**src/rtl/pipe_stage_hs.sv**
```systemverilog
// pipe_stage_hs: handshaked two-entry (main + skid) pipeline-stage register
// with flush and a post-flush/post-reset bubble window.
//
// Ports:
//   clk           stage clock (active edge chosen by NEG_EDGE)
//   reset         asynchronous, active-low
//   flush         synchronous squash of both entries, reloads bubble window
//   in_valid      upstream payload valid
//   in_ready      stage accepts in_data this edge (from state only)
//   in_data       upstream payload
//   out_valid     out_data holds a live payload
//   out_ready     downstream consumes out_data this edge
//   out_data      payload, NOP_VALUE whenever out_valid=0
//   bubble_active bubble window counter nonzero
//   stall_cnt     (PIPE_STATS_EN only) saturating count of out_valid & ~out_ready edges
//   flush_cnt     (PIPE_STATS_EN only) saturating count of flush edges
//
// Optional feature macro: PIPE_STATS_EN
module pipe_stage_hs #(
    parameter int              DATA_W        = 64,
    parameter logic [DATA_W-1:0] NOP_VALUE   = '0,
    parameter int              FLUSH_BUBBLES = 1,
    parameter bit              NEG_EDGE      = 1'b1
) (
    input  logic              clk,
    input  logic              reset,
    input  logic              flush,
    input  logic              in_valid,
    output logic              in_ready,
    input  logic [DATA_W-1:0] in_data,
    output logic              out_valid,
    input  logic              out_ready,
    output logic [DATA_W-1:0] out_data,
    output logic              bubble_active
`ifdef PIPE_STATS_EN
    ,
    output logic [31:0]       stall_cnt,
    output logic [31:0]       flush_cnt
`endif
);
    localparam logic [3:0] BUB_INIT = 4'(FLUSH_BUBBLES);

    typedef struct packed {
        logic              main_v;
        logic              skid_v;
        logic [3:0]        bub;
        logic [DATA_W-1:0] main_d;
        logic [DATA_W-1:0] skid_d;
`ifdef PIPE_STATS_EN
        logic [31:0]       stall;
        logic [31:0]       flushes;
`endif
    } state_t;

    state_t r_st;
    state_t w_nxt;
    logic   w_accept;
    logic   w_consume;

    assign in_ready      = ~r_st.skid_v & (r_st.bub == 4'd0);
    assign out_valid     = r_st.main_v;
    assign out_data      = r_st.main_v ? r_st.main_d : NOP_VALUE;
    assign bubble_active = r_st.bub != 4'd0;
    assign w_accept      = in_valid & in_ready;
    assign w_consume     = r_st.main_v & out_ready;
`ifdef PIPE_STATS_EN
    assign stall_cnt = r_st.stall;
    assign flush_cnt = r_st.flushes;
`endif

    always_comb begin
        w_nxt = r_st;
        if (flush) begin
            w_nxt.main_v = 1'b0;
            w_nxt.skid_v = 1'b0;
            w_nxt.bub    = BUB_INIT;
        end else begin
            if (r_st.bub != 4'd0) w_nxt.bub = r_st.bub - 4'd1;
            // Main slot frees up: refill from skid first to keep FIFO order.
            // main_d may load unaccepted data; main_v gates it out.
            if (!r_st.main_v || w_consume) begin
                w_nxt.main_v = r_st.skid_v | w_accept;
                w_nxt.main_d = r_st.skid_v ? r_st.skid_d : in_data;
                w_nxt.skid_v = 1'b0;
            end else if (w_accept) begin
                w_nxt.skid_v = 1'b1;
                w_nxt.skid_d = in_data;
            end
        end
`ifdef PIPE_STATS_EN
        if (r_st.main_v && !out_ready && r_st.stall != '1) w_nxt.stall = r_st.stall + 32'd1;
        if (flush && r_st.flushes != '1) w_nxt.flushes = r_st.flushes + 32'd1;
`endif
    end

    generate
        if (NEG_EDGE) begin : g_neg
            always_ff @(negedge clk or negedge reset) begin
                if (!reset) begin
                    r_st     <= '0;
                    r_st.bub <= BUB_INIT;
                end else begin
                    r_st <= w_nxt;
                end
            end
        end else begin : g_pos
            always_ff @(posedge clk or negedge reset) begin
                if (!reset) begin
                    r_st     <= '0;
                    r_st.bub <= BUB_INIT;
                end else begin
                    r_st <= w_nxt;
                end
            end
        end
    endgenerate
endmodule

```
**config.mk**
```make
export PLATFORM = sky130hd
export DESIGN_NAME = pipe_stage_hs
export DESIGN_NICKNAME = d
export VERILOG_FILES = /design/src/rtl/pipe_stage_hs.sv
export SDC_FILE = /design/constraint.sdc
export NUM_CORES = 1
export LEC_CHECK = 0
export ABC_AREA = 1
export CORE_ASPECT_RATIO = 1.4
export CORE_UTILIZATION = 52
export DETAILED_ROUTE_END_ITERATION = 12
export GPL_TIMING_DRIVEN = 0
export PLACE_DENSITY = 0.85
export SYNTH_ARGS = -nofsm -noshare
export SYNTH_HDL_FRONTEND = slang
export SYNTH_SLANG_ARGS = --single-unit
```
**constraint.sdc**
```tcl
create_clock -name clk -period 2.75 [get_ports clk]
set_input_delay 0.825 -clock clk [delete_from_list [all_inputs] [get_ports clk]]
set_output_delay 0.825 -clock clk [all_outputs]
set_load 0.01 [all_outputs]
```
==> impl_metrics.json <==
{
  "final_nets": 1135,
  "post_cts_hold_buffer_count": 0,
  "setup.reg_to_reg.worst_slack_ns": 1.02,
  "r2r_cells": 9,
  "antenna_violating_nets_post_route": 0,
  "gpl.final_weighted_congestion": 0.799,
  "hold_ws_ns": 0.476,
  "dp_slack_ns": -1.11,
  "criticalPathCategory": "reg2out",
  "avgSynthCellArea_um2": 7.99,
  "final.setup.worst_slack_ns": -0.980,
  "yosysMostFrequentCell": "nand2_1",
  "hold_startpoint": "r_st[84]$_DFFE_NN0P_",
  "total_power_mw": 7.98,
  "fin_area_mm2": 0.0105,
  "syn_area_mm2": 0.00693,
  "drive_gt1_share_pct": 32.6,
  "post-route-drc-count": 0,
  "sequential_fraction_of_the_synthesis_area_pct": 48.4,
  "setup_viol": 116,
  "run_status": "complete, but fails checks",
  "insertedDiodeCount": 0,
  "tightest_slew_ns": 0.609,
  "clock_tree.buffer_depth": 2,
  "cell_area_after_placement_mm2": 0.00875,
  "power.ir.vdd_worst_mv": 0.567,
  "most_repeated_library_cell_on_the_critical_path": "buf_6",
  "timing.final.max_slew_violations": 0,
  "numCtsBuffers": 17,
  "grt_pass1_vias": 6504,
  "path_clk_slew_ns": 0.04,
  "worstHoldPathCells": 2,
  "timing.max_cap.violations": 0,
  "cts_htree_levels": 4,
  "via_count": 6846,
  "violations_in_the_final_reports": "negative setup slack",
  "min_path_type": "reg2reg",
  "leading_post_synthesis_cells_by_instance_count": "nand2_1 (198), inv_1 (136), dfrtn_1 (133)",
  "dieArea_mm2": 0.0138,
  "regToRegStartpoint": "r_st[129]$_DFFE_NN0P_",
  "critical_path_required_ns": 1.93,
  "timing.hold.worst_endpoint": "r_st[84]$_DFFE_NN0P_",
  "grt_pass1_wl_mm": 31.3,
  "netlist-cell-type-count": 27,
  "grt_antenna_before_repair": 0,
  "grt-ovfl-total": 0,
  "pwr_density_cell_mw_per_mm2": 759,
  "synth_ff_type": "dfrtn_1",
  "boundaryPins": 136,
  "fin_setup_tns_ns": -59.31,
  "global_route.usage.total_pct": 29.1,
  "pin_count_of_the_biggest_net_entering_global_routing": 85,
  "via_per_inst": 5.45,
  "detailed_place_hpwl_mm": 12.2,
  "finClkSkew_ns": 0.0517,
  "synthTopCellsByArea": "dfrtn_1 (48%), nand2_1 (11%), inv_1 (7.4%)",
  "synthDominantCellAreaShare_pct": 48.0,
  "max_slew_margin_pct": 59.4,
  "capturing_point_of_the_worst_reg2reg_path": "r_st[33]$_DFFE_NN0P_",
  "flow.area_growth_from_synthesis_pct": 51.5,
  "final_hold_violating_endpoints": 0,
  "grt_setup_unrepaired": "true",
  "cp_slowest_stage_delay_ns": 0.53,
  "crit_slowest_cell": "dfstp_2",
  "dr.first_iter.drc_count": 536,
  "coreArea_mm2": 0.0129,
  "chipHeight_um": 139,
  "post_detailed_route_wirelength_per_cell_um": 17.3,
  "worst_skew_pair.late_latency_ns": 0.44,
  "drt_wl_total_mm": 21.7,
  "row_count": 49,
  "master_cell_of_the_clock_root_buffer": "clkbuf_16",
  "io_buffers": 135,
  "synth_top_cell_by_area": "dfrtn_1",
  "cp.arrival_ns": 2.91,
  "asyncSetResetFlopFracSynth_pct": 100,
  "synth_enable_flop_cells": 0,
  "leakage_nw": 5.06,
  "synth-warning-count": 0,
  "post_synth_inst_count": 868,
  "cp-end-kind": "primary output",
  "die_w_um": 99.6,
  "tritoncts": "done",
  "synth.ff_latch_count": 134,
  "start_util_pct": 53.6,
  "clock_sinks": 134,
  "worstSetupStartpointType": "flop",
  "critical_path.cell_chain": "inv_4 > ha_4 > buf_6 > nand3_4 > inv_2 > buf_6",
  "syn_nets": 938,
  "peak_fanout_along_the_critical_path": 5,
  "firstDrtPassIters": 5
}
[layout by cell type (no fill, tap or decap), types with 12 or more instances in the layout]
cell and instances:
buf_8 13, o21ai_0 55, nand2_4 16, buf_4 24, nand2_2 20, o21bai_4 33, inv_1 68, a21oi_1 66
buf_6 88, clkbuf_1 12, dfrtn_1 133, inv_2 65, clkdlybuf4s50_1 64, clkbuf_16 23, nand3_1 66, nand2_1 162
nor2_1 65, o21bai_1 24
[power by group]
group          switching [mW]  internal, mW
logic                    1.53          1.48
registers               0.212          2.42
clock network           0.845          1.49
total                    2.59          5.39
[how the worst max path moves through the flow]
stage                                startpoint                   end  slack (ns)  cells after the start
after global placement                    reset  r_st[81]$_DFFE_NN0P_       -5.68                      1
after CTS                 out_valid$_DFFE_NN0N_          out_data[55]       -1.24                      5
after detailed placement                  flush  r_st[53]$_DFFE_NN0P_       -1.11                      7
after global routing      r_st[128]$_DFFE_NN1P_              in_ready       -1.02                      6
final                     r_st[128]$_DFFE_NN1P_              in_ready       -0.98                      6
after floorplan           out_valid$_DFFE_NN0N_          out_data[10]       -0.39                      4
[metal layers]
metal  track usage (%)  part of all wire, %  vias to the layer above
li1                  -                    -                     3112
met1              34.7                   38                     3354
met2              51.0                   53                      309
met3              6.10                  5.4                       71
met4              11.1                  3.6                        0
met5                 0                    0                        -
[cell type report]
cell class / instances / area (um^2)
flip-flops and latches: 134 / 3350
multi-input cells: 535 / 3190
fillers: 746 / 2430
repair buffers: 181 / 2010
plain buffers: 58 / 601
inverters: 137 / 529
clock buffers: 22 / 474
well taps: 178 / 223
clock inverters: 10 / 129
[state kept, by name, indices dropped and copies added, names as in the netlist]
register and cells:
r_st 133, out_valid 1
[repair_timing]
action,4_1_cts,5_1_grt
gates cloned,6,5
setup buffers,21,15
resized for setup,277,218
setup endpoints to repair,199,177
pin swaps,7,99
[through the flow]
stage                     instances  util [%]
after detailed placement       1182      67.6
final                          1255      81.2
after floorplan                 868         -
after CTS                      1240      75.5
after global placement         1181      67.4
after global routing           1255      81.2
[kinds of logic (layout without fill, tap and decap cells)]
group                    after synthesis  after routing  share of synthesized area, %
adder cells (fa/ha/maj)                1              1                         0.180
buffers and inverters                199            408                          12.4
AO/OA/AOI/OAI                        198            198                          18.8
AND/OR/NAND/NOR                      335            335                          20.1
XOR/XNOR                               1              1                         0.126
flip-flops                           134            134                          48.4
[critical path: cells and delay by family, from the launching register on]
family	cells	cell delay, ns
DFF	1	0.53
and+or+nand+nor	1	0.08
buffers and inverters	4	0.32
adders and majority gates	1	0.15
No activity file was read; power rests on OpenSTA's default activity.
==> variant (config.mk and constraints unchanged) <==
`DATA_W`: 64 -> 32.
--- a/src/rtl/pipe_stage_hs.sv
+++ b/src/rtl/pipe_stage_hs.sv
@@ -17,7 +17,7 @@
 //
 // Optional feature macro: PIPE_STATS_EN
 module pipe_stage_hs #(
-    parameter int              DATA_W        = 64,
+    parameter int              DATA_W        = 32,
     parameter logic [DATA_W-1:0] NOP_VALUE   = '0,
     parameter int              FLUSH_BUBBLES = 1,
     parameter bit              NEG_EDGE      = 1'b1
Interface: changed (resized in_data and out_data); port bits go from 136 to 72. The function was not compared with the original's and may differ.
==> variant against the original RTL <==
The run still ends with negative setup slack left. Via count shrank 46%. Die area shrank 45%. Total power shrank 51%. Sequential cell count fell by 64. Wire length fell by 47%. Final area fell by 47%. Synthesized area fell by 46%. Sequential share of layout area fell by 0.29 points. Sequential power decreased by 47%. Combinational power down 45%. Critical path depth fell by 1. Worst setup slack better by 160 ps. Critical endpoint is now out_data[28].
==> variant: results (changes against the original RTL) <==
# fillers = 417 (-44%)
routed wire length = 11520 um (-47%)
vias in the first global route = 3617 (-44%)
CTS root buf = clkbuf_8
Total GRT Usage = 30.66% (+1.6 points)
placed cells = 618 (-48%)
post-synthesis sequential area ratio = 46.89% (-1.5 points)
placed cell area = 4651 sq um (-47%)
first-pass GRT wire length = 17080 um (-45%)
total number of vias = 3685 (-46%)
Multi-input comb cells = 280 (-48%)
H-tree level count = 3 (-1)
reg2reg path depth = 8 (-1)
number of I/O port buffers = 71 (-47%)
CP delay by family, top = buffers and inverters
largest net degree at the start of global routing = 71 (-16%)
clock-cell share of area = 3.501% (-2.2 points)
maximum VDD drop = 474.1 uV (-16%)
crit-path max cell delay = 480 ps (-50 ps)
final net count = 597 (-47%)
synth warn = 0 (unchanged)
Reg2Reg Setup Slack = 930 ps (-90 ps)
outcome = complete, but fails checks
complex-gate fraction of the synthesized area = 18.94% (+0.15 points)
Max FO, Critical Path = 8 (+3)
post-synthesis xor/xnor area fraction = 0.2343% (+0.11 points)
DP HPWL = 5997 um (-51%)
Syn-to-layout area delta = 48.16%
crit path to = out_data[28]
Hold Path Sink = r_st[41]$_DFFE_NN0P_
Largest register FFs = 69 (-48%)
clock skew = 49.47 ps (-2.273 ps)
non-clk buf share = 24.26% (-0.55 points)
post-synth design cell area = 3739 sq um (-46%)
Sum Neg Setup Slack = -27660 ps (+31650 ps)
Unique masters post-synth = 24 (-11%)
Worst path slowest cell = dfrtn_1
first drt pass iteration count = 6 (+1)
Num CTS Buffers = 9 (-8)
post-CTS setup buffers = 16 (-24%)
failing checks = negative setup slack
clkbuf count = 10 (-55%)
# setup viols final = 48 (-59%)
Skew-Pair Late Insertion Delay = 380 ps (-60 ps)
Crit Reg-Reg Endpoint = r_st[14]$_DFFE_NN0P_
Syn Nets = 490 (-48%)
syn avg cell area = 8.271 sq um (+3.6%)
Adder-Cell Fraction of Synth Area = 0.3347% (+0.15 points)
Reg-to-Reg Start = out_valid$_DFFE_NN0N_
gp weighted congestion = 0.8134 (+1.8%)
setup slack after layout = -822.9 ps (+157.2 ps)
Worst Tran Pin Value = 875.2 ps (+265.9 ps)
Static Leak = 2.678 nW (-47%)
Reg area = 1753 sq um (-48%)
share of post-route cells with drive strength above 1 = 41.84% (+9.3 points)
Non-clk bufs = 124 (-48%)
most common library cells after synthesis = nand2_1, inv_1, dfrtn_1
post-CTS sizing = 280 (+1.1%)
-- variant: routing by layer --
layer / share of wire, % / vias to the layer above / GRT usage (%)
li1: - / 1635 / -
met1: 37 / 1807 / 35.88
met2: 53 / 196 / 52.08
met3: 6.2 / 47 / 6.312
met4: 3.8 / 0 / 16.86
met5: 0 / - / 0
-- variant: where the power goes --
part           total (W)  switching (W)  internal (W)
Sequential       0.00140       0.000137       0.00127
Clock           0.000846       0.000428      0.000418
Combinational    0.00167       0.000867      0.000804
-- variant: through the flow --
stage                     hold slack [ps]  power, W
final                               481.8  0.003922
after global routing                500.0  0.004105
after CTS                           469.5  0.003717
after detailed placement            462.2  0.002601
after global placement              457.1  0.002552
after floorplan                     448.3  0.002157
-- variant: tightest hold or removal path: cells and delay by family, from the launching register on --
kind,cells,cell delay (ps)
compound gates,1,80
flops,1,420
simple gates,1,60
